[src/rtl/panel_mem_sequencer.sv]
// Front-panel EXAMINE/DEPOSIT sequencer: debounces the buttons, takes the bus via hold_req/hold_ack, runs one memory access.
// Optional REQ timeout with a sticky error flag is enabled by defining PANEL_HOLD_TIMEOUT_EN.
module panel_mem_sequencer #(
    parameter int unsigned DEBOUNCE_CYCLES = 250000,
    parameter int unsigned HOLD_TIMEOUT    = 1024
) (
    input  logic        clk,
    input  logic        reset,
    input  logic        examine_pb,
    input  logic        examine_next_pb,
    input  logic        deposit_pb,
    input  logic        deposit_next_pb,
    input  logic [15:0] sw_in,
    output logic        hold_req,
    input  logic        hold_ack,
    output logic [15:0] mem_addr,
    output logic [7:0]  mem_wdata,
    output logic        mem_we,
    input  logic [7:0]  mem_rdata,
    output logic [15:0] panel_addr,
    output logic [7:0]  panel_data,
    output logic        busy,
    output logic        error
);
    localparam int unsigned NB = 4;
    localparam int unsigned CW = $clog2(DEBOUNCE_CYCLES + 1);

    if (DEBOUNCE_CYCLES == 0 || HOLD_TIMEOUT == 0) begin : g_bad_cfg
        $error("panel_mem_sequencer: DEBOUNCE_CYCLES and HOLD_TIMEOUT must be nonzero");
    end

    typedef enum logic [2:0] {
        IDLE    = 3'd0,
        REQ     = 3'd1,
        WRITE   = 3'd2,
        READ    = 3'd3,
        CAPTURE = 3'd4,
        RELEASE = 3'd5
    } state_t;

    logic [NB-1:0] btn;
    logic [NB-1:0] sync1;
    logic [NB-1:0] sync2;
    logic [NB-1:0] level;
    logic [NB-1:0] press;
    logic [CW-1:0] cnt [NB];

    state_t        state;
    logic          is_dep;
    logic [15:0]   addr;
    logic [7:0]    wdata;

    // Bit order doubles as acceptance priority: lowest index wins.
    assign btn = {deposit_next_pb, deposit_pb, examine_next_pb, examine_pb};

    // Synchronize, then flip the debounced level after DEBOUNCE_CYCLES consecutive disagreeing samples.
    always_ff @(posedge clk) begin
        if (reset) begin
            sync1 <= '0;
            sync2 <= '0;
            level <= '0;
            press <= '0;
            for (int i = 0; i < NB; i++) cnt[i] <= '0;
        end else begin
            sync1 <= btn;
            sync2 <= sync1;
            press <= '0;
            for (int i = 0; i < NB; i++) begin
                if (sync2[i] == level[i]) begin
                    cnt[i] <= '0;
                end else if (cnt[i] == CW'(DEBOUNCE_CYCLES - 1)) begin
                    cnt[i]   <= '0;
                    level[i] <= sync2[i];
                    press[i] <= sync2[i];
                end else begin
                    cnt[i] <= cnt[i] + CW'(1);
                end
            end
        end
    end

`ifdef PANEL_HOLD_TIMEOUT_EN
    localparam int unsigned TW = $clog2(HOLD_TIMEOUT + 1);
    logic [TW-1:0] tcnt;
    logic          err_q;
    assign error = err_q;
`else
    assign error = 1'b0;
`endif

    assign mem_addr   = addr;
    assign mem_wdata  = wdata;
    assign panel_addr = addr;

    // Command FSM; hold_req, mem_we and busy change only on the transitions that affect them.
    always_ff @(posedge clk) begin
        if (reset) begin
            state      <= IDLE;
            is_dep     <= 1'b0;
            addr       <= '0;
            wdata      <= '0;
            panel_data <= '0;
            hold_req   <= 1'b0;
            mem_we     <= 1'b0;
            busy       <= 1'b0;
`ifdef PANEL_HOLD_TIMEOUT_EN
            tcnt       <= '0;
            err_q      <= 1'b0;
`endif
        end else begin
            case (state)
                IDLE: begin
                    if (|press) begin
                        state    <= REQ;
                        hold_req <= 1'b1;
                        busy     <= 1'b1;
`ifdef PANEL_HOLD_TIMEOUT_EN
                        tcnt     <= '0;
`endif
                        if (press[0]) begin
                            addr   <= sw_in;
                            is_dep <= 1'b0;
`ifdef PANEL_HOLD_TIMEOUT_EN
                            err_q  <= 1'b0;
`endif
                        end else if (press[1]) begin
                            addr   <= addr + 16'd1;
                            is_dep <= 1'b0;
                        end else if (press[2]) begin
                            is_dep <= 1'b1;
                            wdata  <= sw_in[7:0];
                        end else begin
                            addr   <= addr + 16'd1;
                            is_dep <= 1'b1;
                            wdata  <= sw_in[7:0];
                        end
                    end
                end
                REQ: begin
                    if (hold_ack) begin
                        if (is_dep) begin
                            state  <= WRITE;
                            mem_we <= 1'b1;
                        end else begin
                            state <= READ;
                        end
                    end
`ifdef PANEL_HOLD_TIMEOUT_EN
                    else if (tcnt == TW'(HOLD_TIMEOUT - 1)) begin
                        state    <= RELEASE;
                        hold_req <= 1'b0;
                        err_q    <= 1'b1;
                    end else begin
                        tcnt <= tcnt + TW'(1);
                    end
`endif
                end
                WRITE: begin
                    mem_we <= 1'b0;
                    state  <= READ;
                end
                READ: begin
                    state <= CAPTURE;
                end
                CAPTURE: begin
                    panel_data <= mem_rdata;
                    hold_req   <= 1'b0;
                    state      <= RELEASE;
                end
                RELEASE: begin
                    if (!hold_ack) begin
                        state <= IDLE;
                        busy  <= 1'b0;
                    end
                end
                default: begin
                    state    <= IDLE;
                    hold_req <= 1'b0;
                    mem_we   <= 1'b0;
                    busy     <= 1'b0;
                end
            endcase
        end
    end
endmodule

[config.mk]
export PLATFORM = sky130hd
export DESIGN_NAME = panel_mem_sequencer
export DESIGN_NICKNAME = d
export VERILOG_FILES = /design/src/rtl/panel_mem_sequencer.sv
export SDC_FILE = /design/constraint.sdc
export NUM_CORES = 1
export LEC_CHECK = 0
export CAP_MARGIN = 20
export CORE_MARGIN = 1
export CORE_UTILIZATION = 40
export CTS_CLUSTER_DIAMETER = 200
export CTS_CLUSTER_SIZE = 8
export DETAILED_ROUTE_END_ITERATION = 6
export PLACE_DENSITY = 0.66
export SETUP_SLACK_MARGIN = 0.2
export SLEW_MARGIN = 30
export SYNTH_ARGS = -nofsm -noshare
export SYNTH_HDL_FRONTEND = slang
export SYNTH_SLANG_ARGS = --single-unit
[constraint.sdc]
create_clock -name clk -period 2.1 [get_ports clk]
set_input_delay 0.42 -clock clk [delete_from_list [all_inputs] [get_ports clk]]
set_output_delay 0.42 -clock clk [all_outputs]
set_load 0.01 [all_outputs]
==> results.ini <==
[outcome]
status=finished with violations
violations=setup timing

[synth]
synth.area.top_cells=edfxtp_1, dfxtp_1, xnor2_1
yosys_register_bits=127
netlist_area_mm2=0.00655
netlist_instances=692
synth_area_leader_cell=edfxtp_1
ys_seq_area_frac=0.498
async_flop_share=0
synth_warnings=0
synth_cell_types=59
yosysTopAreaCellShare=0.330
synthFlopType=edfxtp_1
syn_area_per_cell_um2=9.47
synth_edf_count=72

[sta]
period_share=1.00
setup_slack_ns=-0.00715
fin_crit_ns=2.11
setup_viol=12
fin_skew_ns=0.00715
final_hold_viol_count=0
tns_ns=-0.0304
grt_setup_unrepaired=true
drv_slew=0
holdWs_ns=0.422
clock.fmax_mhz=475

[global_route]
antenna_found_initial=0
first_global_vias=4916
grt_use_total=0.174
grt_pass1_wl_um=23100
overflow=0
grt_max_degree=30

[final_layout]
final_common_cell=nor2_1
num-fill-cells=1426
area_delta_synth_final_pct=34.9
nets=916
mostFrequentLayoutCells=nor2_1, conb_1, edfxtp_1, clkdlybuf4s50_1, buf_4
n_antenna_cell=0
seq_area_mm2=0.00327
final_area_mm2=0.00883
multiInputGateArea_mm2=0.00334
drive_gt1_frac=0.150

[pwr]
power.density_mw_per_mm2=680
p_leak_uw=0.00325
ir_drop_mv=0.610

[die]
fp.dieW_um=130
io-pin-count=83
rows=46
initial_core_util=0.411
die_h_um=130
dieArea_mm2=0.0169
core-area_mm2=0.0159

[drt]
routed_via_density=4.97
ant_nets=0
dr.pass1.iters=5
wl_per_cell_um=12.7
num_vias=5515
wl_um=14100
drc=0
drt_iter0_markers=376

[worst_setup_path]
crit_family=simple AND/OR/NAND/NOR gates
endpoint_kind=flip-flop
critPathRequiredTime_ns=2.27
startpoint=cnt[0][6]
r2r-start=cnt[0][6]
cp_num_buf_inv=1
cp_max_fo=6
crit_top_cell=or4_4
crit_path_start_kind=flip-flop
critical_path_class=reg2reg
crit_chain=or4_4 > or4_4 > o21ai_4 > buf_6 > nor2_1
arrival_ns=2.27
cpMaxStageDelayCell=or4_4
critPathMaxStageDelay_ns=0.54
reg2reg_slack_ns=-0.007

[min_path]
hp-class=in2reg
hp-start=reset

[placement]
post-place-ws_ns=-0.0274
placed_area_mm2=0.00800
gp_congestion=0.803
io_buffers=81
dp_hpwl_um=10000

[clock_network]
cts_buffers=17
clockBufferDepth=2
cts.reportedPaths.clkPinSlew_ns=0.06
ctsHoldBuffers=0
cts_tree=built
htreeDepth=4
clock_sinks=127
clock_latency_ns=0.42
root_buffer=clkbuf_16

[job]
drv_cap=0

## timing repair
action,in CTS,in global routing
resized for setup,13,36
setup endpoints to repair,25,90
endpoints found under the hold margin,0,0
pin swaps,4,2
setup buffers,2,13
## state kept, by name, summed over array words and instances, names as in the netlist
signal,flops
sync1,4
mem_wdata,8
busy,1
is_dep,1
cnt,72
hold_req,1
level,4
mem_addr,16
mem_we,1
sync2,4
state,3
panel_data,8
press,4
## metal layers
layer / up-vias / part of all wire / GRT usage
li1: 2803 / - / -
met1: 2565 / 0.47 / 0.232
met2: 129 / 0.47 / 0.268
met3: 18 / 0.047 / 0.0414
met4: 0 / 0.015 / 0.0752
met5: - / 0 / 0
## kinds of logic (layout without fill, tap and decap cells)
logic type / count (synthesis) / after routing / share of synthesized area
compound gates: 94 / 94 / 0.0867
xor+xnor: 58 / 58 / 0.0776
fa+ha+maj: 5 / 5 / 0.00955
buf+inv: 63 / 193 / 0.0489
flops: 127 / 127 / 0.498
mux: 12 / 12 / 0.0183
other cells: 2 / 73 / 0.00115
simple gates: 331 / 331 / 0.260
## area by class of cell
class	count	share of cell area
clock buffer	21	0.0545
clock inverter	11	0.0115
inverter	21	0.00935
multi-input combinational	573	0.378
sequential	127	0.371
tap	216	0.0306
timing repair buffer	140	0.146
## stage by stage
stage	total power, µW	cells	util
3_3_place_gp	3150	1062	0.502
6_report	6010	1109	0.554
2_1_floorplan	3010	763	-
3_5_place_dp	3160	1062	0.502
5_1_grt	6230	1109	0.554
4_1_cts	6040	1096	0.540
## power by group
group	total [µW]	switching [µW]	internal, µW	leakage, µW
logic	343	156	187	0.00177
registers	2800	87.2	2710	0.00119
clock network	2870	1100	1770	0.000290
total	6010	1350	4660	0.00325
## worst register-to-register path, stage by stage, from the launching register on
cell and delay (ns):
edfxtp_1 0.39, or4_4 0.54, or4_4 0.54, o21ai_4 0.18, buf_6 0.16, nor2_1 0.04
## cells in the mapped netlist, types with 12 or more instances
master	n
a21oi_1	38
and3_1	14
buf_4	17
clkbuf_1	19
dfxtp_1	55
edfxtp_1	72
inv_1	20
mux2i_1	12
nand2_1	51
nand3_1	37
nand4_1	23
nor2_1	100
nor2b_1	13
nor3_1	15
nor4_1	23
o21ai_0	19
xnor2_1	47
## worst paths after layout
check	cells after the start	endpoint
max	5	cnt[0][14]
min	2	sync1[0]
max reg2reg	5	cnt[0][14]
min reg2reg	1	sync2[2]
Power figures use the tool's default switching activity.
